### src/rtl/ecall_io_unit.sv
// ecall_io_unit: environment-call I/O front end sitting beside the register file.
//   a7==5 (read) : holds the PC until a debounced confirm press, then drives the
//                  captured switch value on io_input.
//   a7==1 (print): captures a0 and shows it as 8 hex digits on a multiplexed
//                  7-segment display.
// Optional feature macro: IO_ECHO_EN -- while a read is waiting, the display scan
//   shows the live synced switches instead of the display register.
// Ports:
//   clk          in   1     system clock, rising edge
//   reset        in   1     asynchronous, active-low
//   ecall        in   1     current instruction is ecall
//   a7           in   32    service number (x17)
//   a0           in   32    print argument (x10)
//   sw           in   SW_W  raw switch inputs
//   btn_confirm  in   1     raw confirm button, active-high, bouncy
//   io_input     out  32    captured input value for the register file
//   stall        out  1     1 = PC must hold (combinational)
//   seg_an       out  8     digit enables, active-low, one-hot-low
//   seg_cat      out  8     segments {dp,g..a}, active-low, dp always off
module ecall_io_unit #(
  parameter int DEBOUNCE_CYCLES = 1_000_000,
  parameter int SCAN_DIV        = 50_000,
  parameter int SW_W            = 8
) (
  input  logic            clk,
  input  logic            reset,
  input  logic            ecall,
  input  logic [31:0]     a7,
  input  logic [31:0]     a0,
  input  logic [SW_W-1:0] sw,
  input  logic            btn_confirm,
  output logic [31:0]     io_input,
  output logic            stall,
  output logic [7:0]      seg_an,
  output logic [7:0]      seg_cat
);

  localparam int DB_W = (DEBOUNCE_CYCLES > 1) ? $clog2(DEBOUNCE_CYCLES) : 1;
  localparam logic [DB_W-1:0] DB_MAX = DB_W'(DEBOUNCE_CYCLES - 1);
  localparam int DIV_W = (SCAN_DIV > 1) ? $clog2(SCAN_DIV) : 1;
  localparam logic [DIV_W-1:0] DIV_MAX = DIV_W'(SCAN_DIV - 1);

  typedef enum logic [1:0] {IDLE, WAIT_PRESS, WAIT_RELEASE, DONE} state_t;

  // Active-low glyphs {g..a} for hex digits 0-F.
  function automatic logic [6:0] hex_glyph(input logic [3:0] nib);
    case (nib)
      4'h0: hex_glyph = 7'h40;  4'h1: hex_glyph = 7'h79;
      4'h2: hex_glyph = 7'h24;  4'h3: hex_glyph = 7'h30;
      4'h4: hex_glyph = 7'h19;  4'h5: hex_glyph = 7'h12;
      4'h6: hex_glyph = 7'h02;  4'h7: hex_glyph = 7'h78;
      4'h8: hex_glyph = 7'h00;  4'h9: hex_glyph = 7'h10;
      4'hA: hex_glyph = 7'h08;  4'hB: hex_glyph = 7'h03;
      4'hC: hex_glyph = 7'h46;  4'hD: hex_glyph = 7'h21;
      4'hE: hex_glyph = 7'h06;  default: hex_glyph = 7'h0E;
    endcase
  endfunction

  logic            btn_s1_q, btn_s1_d, btn_s2_q, btn_s2_d;
  logic [SW_W-1:0] sw_s1_q, sw_s1_d, sw_s2_q, sw_s2_d;
  logic            stable_q, stable_d;
  logic [DB_W-1:0] db_cnt_q, db_cnt_d;
  state_t          state_q, state_d;
  logic [31:0]     io_q, io_d;
  logic [31:0]     disp_q, disp_d;
  logic [DIV_W-1:0] div_q, div_d;
  logic [2:0]      idx_q, idx_d;

  logic        press;
  logic        read_req, print_req;
  logic        stall_raw;
  logic [31:0] sw_ext;
  logic [31:0] shown;

  assign read_req  = ecall && (a7 == 32'd5);
  assign print_req = ecall && (a7 == 32'd1);
  assign sw_ext    = 32'(sw_s2_q);

  // Synchronizers and debouncer. press fires on the same edge the stable level
  // rises, so the FSM captures sw together with the level flip.
  always_comb begin
    btn_s1_d = btn_confirm;
    btn_s2_d = btn_s1_q;
    sw_s1_d  = sw;
    sw_s2_d  = sw_s1_q;
    stable_d = stable_q;
    db_cnt_d = '0;
    press    = 1'b0;
    if (btn_s2_q != stable_q) begin
      if (db_cnt_q == DB_MAX) begin
        stable_d = btn_s2_q;
        press    = btn_s2_q;
      end else begin
        db_cnt_d = db_cnt_q + 1'b1;
      end
    end
  end

  // Service FSM.
  always_comb begin
    state_d   = state_q;
    io_d      = io_q;
    disp_d    = disp_q;
    stall_raw = 1'b0;
    unique case (state_q)
      IDLE: begin
        if (read_req) begin
          stall_raw = 1'b1;
          state_d   = WAIT_PRESS;
        end else if (print_req) begin
          disp_d = a0;
        end
      end
      WAIT_PRESS: begin
        stall_raw = 1'b1;
        if (press) begin
          io_d    = sw_ext;
          state_d = WAIT_RELEASE;
        end
      end
      WAIT_RELEASE: begin
        stall_raw = 1'b1;
        if (!stable_q) state_d = DONE;
      end
      // Stall low here lets the PC step past exactly one ecall.
      DONE:    state_d = IDLE;
      default: state_d = IDLE;
    endcase
  end

  // The IDLE read-request term is combinational on ecall; gate with reset so
  // stall is low the moment reset asserts.
  assign stall = stall_raw & reset;

  // Display scan.
  always_comb begin
    div_d = div_q + 1'b1;
    idx_d = idx_q;
    if (div_q == DIV_MAX) begin
      div_d = '0;
      idx_d = idx_q + 1'b1;
    end
  end

`ifdef IO_ECHO_EN
  assign shown = ((state_q == WAIT_PRESS) || (state_q == WAIT_RELEASE)) ? sw_ext : disp_q;
`else
  assign shown = disp_q;
`endif

  assign seg_an   = ~(8'h01 << idx_q);
  assign seg_cat  = {1'b1, hex_glyph(shown[4*idx_q +: 4])};
  assign io_input = io_q;

  always_ff @(posedge clk or negedge reset) begin
    if (!reset) begin
      btn_s1_q <= 1'b0;
      btn_s2_q <= 1'b0;
      sw_s1_q  <= '0;
      sw_s2_q  <= '0;
      stable_q <= 1'b0;
      db_cnt_q <= '0;
      state_q  <= IDLE;
      io_q     <= '0;
      disp_q   <= '0;
      div_q    <= '0;
      idx_q    <= '0;
    end else begin
      btn_s1_q <= btn_s1_d;
      btn_s2_q <= btn_s2_d;
      sw_s1_q  <= sw_s1_d;
      sw_s2_q  <= sw_s2_d;
      stable_q <= stable_d;
      db_cnt_q <= db_cnt_d;
      state_q  <= state_d;
      io_q     <= io_d;
      disp_q   <= disp_d;
      div_q    <= div_d;
      idx_q    <= idx_d;
    end
  end

endmodule

### config.mk
export PLATFORM = sky130hd
export DESIGN_NAME = ecall_io_unit
export DESIGN_NICKNAME = d
export VERILOG_FILES = /design/src/rtl/ecall_io_unit.sv
export SDC_FILE = /design/constraint.sdc
export NUM_CORES = 1
export LEC_CHECK = 0
export ABC_AREA = 1
export BUFFER_PORTS_ARGS = -buffer_cell sky130_fd_sc_hd__buf_2
export CAP_MARGIN = 20
export CELL_PAD_IN_SITES_DETAIL_PLACEMENT = 1
export CELL_PAD_IN_SITES_GLOBAL_PLACEMENT = 1
export CORE_ASPECT_RATIO = 1.5
export CORE_MARGIN = 10
export CORE_UTILIZATION = 42
export DETAILED_ROUTE_END_ITERATION = 16
export GPL_TIMING_DRIVEN = 0
export PLACE_DENSITY_LB_ADDON = 0.12
export SLEW_MARGIN = 0
export SYNTH_ARGS = -nofsm -noshare
export SYNTH_HDL_FRONTEND = slang
export SYNTH_SLANG_ARGS = --single-unit
### constraint.sdc
create_clock -name clk -period 4.5 [get_ports clk]
set_clock_uncertainty 0.15 [all_clocks]
set_input_delay 0.225 -clock clk [delete_from_list [all_inputs] [get_ports clk]]
set_output_delay 0.225 -clock clk [all_outputs]
set_load 0.03 [all_outputs]
# Word-level counts from Yosys, hierarchy flattened
# Memory sizes are Yosys's and may differ from the RTL's.
# Index checks and enable logic that the tools add are counted.
# word_totals
regBits	100
rom_bits	112
in_bits	76
output_inout_bits	49
wordCells	50
n_memories	1
# memory_table
memory	depth	word_bits	rd	rd_clocked_by_memory_dff	write_ports	line	text
(no name shown)	16	7	1	0	0	47	case (nib)
# op_classes
n_addsub	3
eq_ne	11
shifts	2
mux	11
bitwise	3
reduce_logical	8
# op_table
operator	count
2-to-1 mux 20 bit	2
== test 32 x 1 -> 1 bit (second input constant)	1
== test 32 x 3 -> 1 bit (second input constant)	1
variable part select 32 x 6 -> 4 bit	1
adder 20 x 1 -> 20 bit (second input constant)	1
== test 20 bit (second input constant)	1
adder 16 x 1 -> 16 bit (second input constant)	1
== test 16 bit (second input constant)	1
2-to-1 mux 16 bit	1
NOT 8 bit	1
one-hot mux 2 bit (4 select lines)	1
left shift 1 x 3 -> 8 bit (first input constant)	1
2-to-1 mux 2 bit	3
inequality test 2 bit (second input constant)	3
AND reduction 3 bit	2
== test 2 bit (second input constant)	2
AND reduction 2 bit	2
adder 3 x 1 -> 3 bit (second input constant)	1
2-to-1 mux 1 bit	3
== test 2 x 1 -> 1 bit (second input constant)	1
logical AND 1 bit	2
logical NOT 2 bit	1
one-hot mux 1 bit (2 select lines)	1
OR reduction 2 bit	1
3 further kinds	3

# Depth between registers and ports, before layout
# depth
ltp_word	5
mapped_depth	14
depth_no_buf	12

# Least setup slack after synthesis
# No wires, ideal clock.
# synth_timing
path_kind	reg2out
start	register idx_q[0]
end	output port seg_cat[2]
arrival_time_ns	2.017
required_ns	4.125
setup_slack_ns	2.108
stages_incl_launch_ff	11
n_path_buf	2
path_cell_list	dfrtp_1 -> buf_4 -> buf_2 -> nor2_1 -> nor2_1 -> o21ai_0 -> nand2_1 -> o21ai_1 -> ha_1 -> nand2_1 -> a21oi_1
# synth_between
elab_chain_cells	2
# synth_rtl
element	line	text
start, declared	67	logic [2:0] idx_q, idx_d;
start signal, assigned	179	idx_q <= idx_d;
variable part select 32 x 6 -> 4 bit	152	assign seg_cat = {1'b1, hex_glyph(shown[4*idx_q +: 4])};
memory (16 x 7 bit)	-	
end, declared	35	output logic [7:0] seg_cat
# No other way between the ends.

# Worst setup path after layout
# layout_timing
start	register idx_q[0]
end	output port seg_cat[6]
# The elaborated chain is that of the path after synthesis.

==> flow_summary.ini <==
[power_and_ir_drop]
power.leakage_nw = 3.567
cellPowerDensity_mw_per_mm2 = 268.7
ir_worst_vdd_uv = 173.7
power_switching_mw = 0.4721
p_int_mw = 1.366
power_frac_clock_pct = 42.2
power.share.switching_pct = 25.69
pwr-share-seq_pct = 49.7
pwr-share-comb_pct = 8.1

[critical_path]
cp-start-kind = register
cp_max_fo = 10
critPathKind = register to output port
rrSetupSlack_ns = 2.43
cp_data_arrival_time_ns = 2.93
worstPathRequired_ns = 4.12
regToRegEndpoint = db_cnt_q[16]$_DFF_PN0_
r2r_cells = 7
crit-reg2reg-launch = db_cnt_q[0]$_DFF_PN0_
end_kind = output port

[synthesis]
synth_area_leaders = dfrtp_1, nand2_1, nor2_1, inv_1, o21ai_0
synth_seq_cells = 100
avgSynthCellArea_sq_um = 7.869
ys_seq_area_share_pct = 46.43
synth_area_leader_cell = dfrtp_1
yosysWarnings = 0
syn_area_sq_mm = 0.005390
synth.top_cell.area_share_pct = 46.43
synthesis.instances = 685
yosysUniqueCellTypes = 41

[global_route]
grt_max_degree = 74
gr-total-overflow = 0
grt_usage_pct = 18.33
grt_pass1_vias = 5712
antenna_found_initial = 0
grt_pass1_wl_um = 27310

[worst_hold_path]
min_path_cells = 3
holdPathEnd = disp_q[20]$_DFFE_PN0P_
min_from = a0[20]
hold_class = input port to register

[clocking]
clock_sinks = 100
clk_pin_slew_ns = 0.07
clock_path_buffers = 2
numCtsBuffers = 9
post_cts_buffers = 0
cts-root-buf = clkbuf_16
clock_latency_ns = 0.35
htree_num_levels = 3
cts_tree = done

[sta]
slew_viol_final = 0
rsz0062_at_grt = no
tightest_slew_ns = 0.4805
finalCritPeriodShare_pct = 73.41
finalSetupViolations = 0
layout_setup_ws_ns = 1.197
hold_slack_ns = 0.003840
timing.fmax_mhz = 302.7
relSlewSlack_pct = 67.05
fin_crit_ns = 3.303
hold_viol = 0
fin_tns_setup_ns = 0

[routing]
drc = 0
ant_nets = 0
viasPerCell = 4.910
wl_per_cell_um = 16.15
wl_um = 16390
drtIter0Drc = 130
drt_pre_antenna_iters = 6
via_count = 4984

[layout]
layout_commonest_cell = nand2_1
seq_area_sq_mm = 0.002502
antenna_cells = 0
multi_input_area_sq_mm = 0.002370
fin_nets = 948
fin_util_pct = 54.68
drive_gt1_share_pct = 19.79
syn_to_final_growth_pct = 26.93
fill_cells = 1576
final_cell_mix = nand2_1, buf_2, dfrtp_1
fin_cells = 1015

[placed_design]
gp_congestion = 0.8031
io_buffers = 99
post-place-cells = 964
dp_hpwl_um = 11980
dpl_worst_slack_ns = 1.620

[floorplan]
rows = 50
die_w_um = 112.5
die-area_sq_mm = 0.01786
dieHeight_um = 158.7
io_pins = 125
core_sq_mm = 0.01251
start_util_pct = 43.08

[run]
maxCapViolations = 0

[outcome]
status = complete, no violations
## power groups by stage
| stage | registers (mW) | logic (mW) | clock network, mW |
|---|---|---|---|
| 2_1_floorplan | 0.929 | 0.0626 | 0 |
| 3_3_place_gp | 0.930 | 0.115 | 0 |
| 3_5_place_dp | 0.930 | 0.122 | 0 |
| 4_1_cts | 0.913 | 0.147 | 0.792 |
| 5_1_grt | 0.914 | 0.165 | 0.829 |
| 6_report | 0.913 | 0.149 | 0.776 |
## area by class of cell
type	count	share of cell area, %
Tap cell	156	2.853
Clock inverter	7	1.006
Sequential cell	100	36.58
Clock buffer	9	3.292
Timing Repair Buffer	135	12.80
Inverter	92	5.048
Buffer	38	3.786
Multi-Input combinational cell	478	34.64
## through the flow
stage | total power, mW | area [sq um]
after CTS | 1.851 | 6842
after detailed placement | 1.052 | 6197
after global placement | 1.045 | 6167
final | 1.838 | 6842
after floorplan | 0.9919 | 5477
after global routing | 1.907 | 6842
## cell usage after synthesis
cell type,instances
a211oi_1,2
a21oi_1,11
a31oi_1,3
and2_1,4
buf_1,1
buf_2,6
buf_4,27
buf_6,1
clkbuf_1,3
clkinv_1,1
conb_1,2
dfrtp_1,100
ha_1,18
inv_1,87
inv_2,4
mux2i_1,1
nand2_1,162
nand2_2,2
nand2_4,2
nand3_1,40
nand3_2,1
nand3_4,1
nand3b_1,3
nand4_1,8
nor2_1,95
nor2_2,2
nor3_1,12
nor3_2,1
nor3_4,2
nor3b_1,1
nor3b_4,1
nor4_1,3
nor4_4,1
o211ai_2,1
o21ai_0,56
o21ai_1,5
o21ai_2,1
o31ai_1,1
or2_2,1
xnor2_1,3
xor2_1,9
## layer usage
layer  wire length (um)  track usage (%)  part of all wire [%]
met2               9272            35.78                    57
met1               6020            17.81                    37
met3                734            3.992                   4.5
met4                365            6.944                   2.2
met5                  0                0                     0
## registers in the layout (all words and copies together) (netlist names)
| name | count |
|---|---|
| io_input | 8 |
| div_q | 16 |
| stable_q | 1 |
| sw_s1_q | 8 |
| btn_s2_q | 1 |
| sw_s2_q | 8 |
| btn_s1_q | 1 |
| state_q | 2 |
| disp_q | 32 |
| db_cnt_q | 20 |
| idx_q | 3 |
## worst max path at each step
stage,startpoint,endpoint,cells past startpoint
2_1_floorplan,idx_q[0]$_DFFE_PN0N_,seg_cat[2],10
3_3_place_gp,reset,stall,4
3_5_place_dp,idx_q[0]$_DFFE_PN0N_,seg_cat[6],14
5_1_grt,idx_q[0]$_DFFE_PN0N_,seg_cat[6],14
6_report,idx_q[0]$_DFFE_PN0N_,seg_cat[6],14
4_1_cts,idx_q[0]$_DFFE_PN0N_,seg_cat[6],14
## critical path: stages, from the launching register on
cell and delay, ns:
dfrtp_1 0.40, buf_4 0.18, buf_2 0.20, nor2_1 0.12
nor2_1 0.05, nand2_1 0.09, o21ai_0 0.12, mux2i_1 0.40
inv_1 0.17, ha_1 0.25, nand3_1 0.13, nand2_1 0.13
nand2_1 0.10, nand2_1 0.06, buf_2 0.18
## cell families after synthesis
family / count (synthesis) / synth area share (%)
other: 2 / 0.1393
flip-flops: 100 / 46.43
AND/OR/NAND/NOR: 342 / 28.06
XOR/XNOR: 12 / 1.950
AO/OA/AOI/OAI: 80 / 7.846
buffers and inverters: 130 / 11.21
adder cells (fa/ha/maj): 18 / 4.178
multiplexers: 1 / 0.1857
## what timing repair did
item                                   4_1_cts  5_1_grt
hold buffers                                35        0
endpoints found under the hold margin       61        0
gates resized for setup                      0        0
Note: power is estimated with default switching activity, not from simulation.
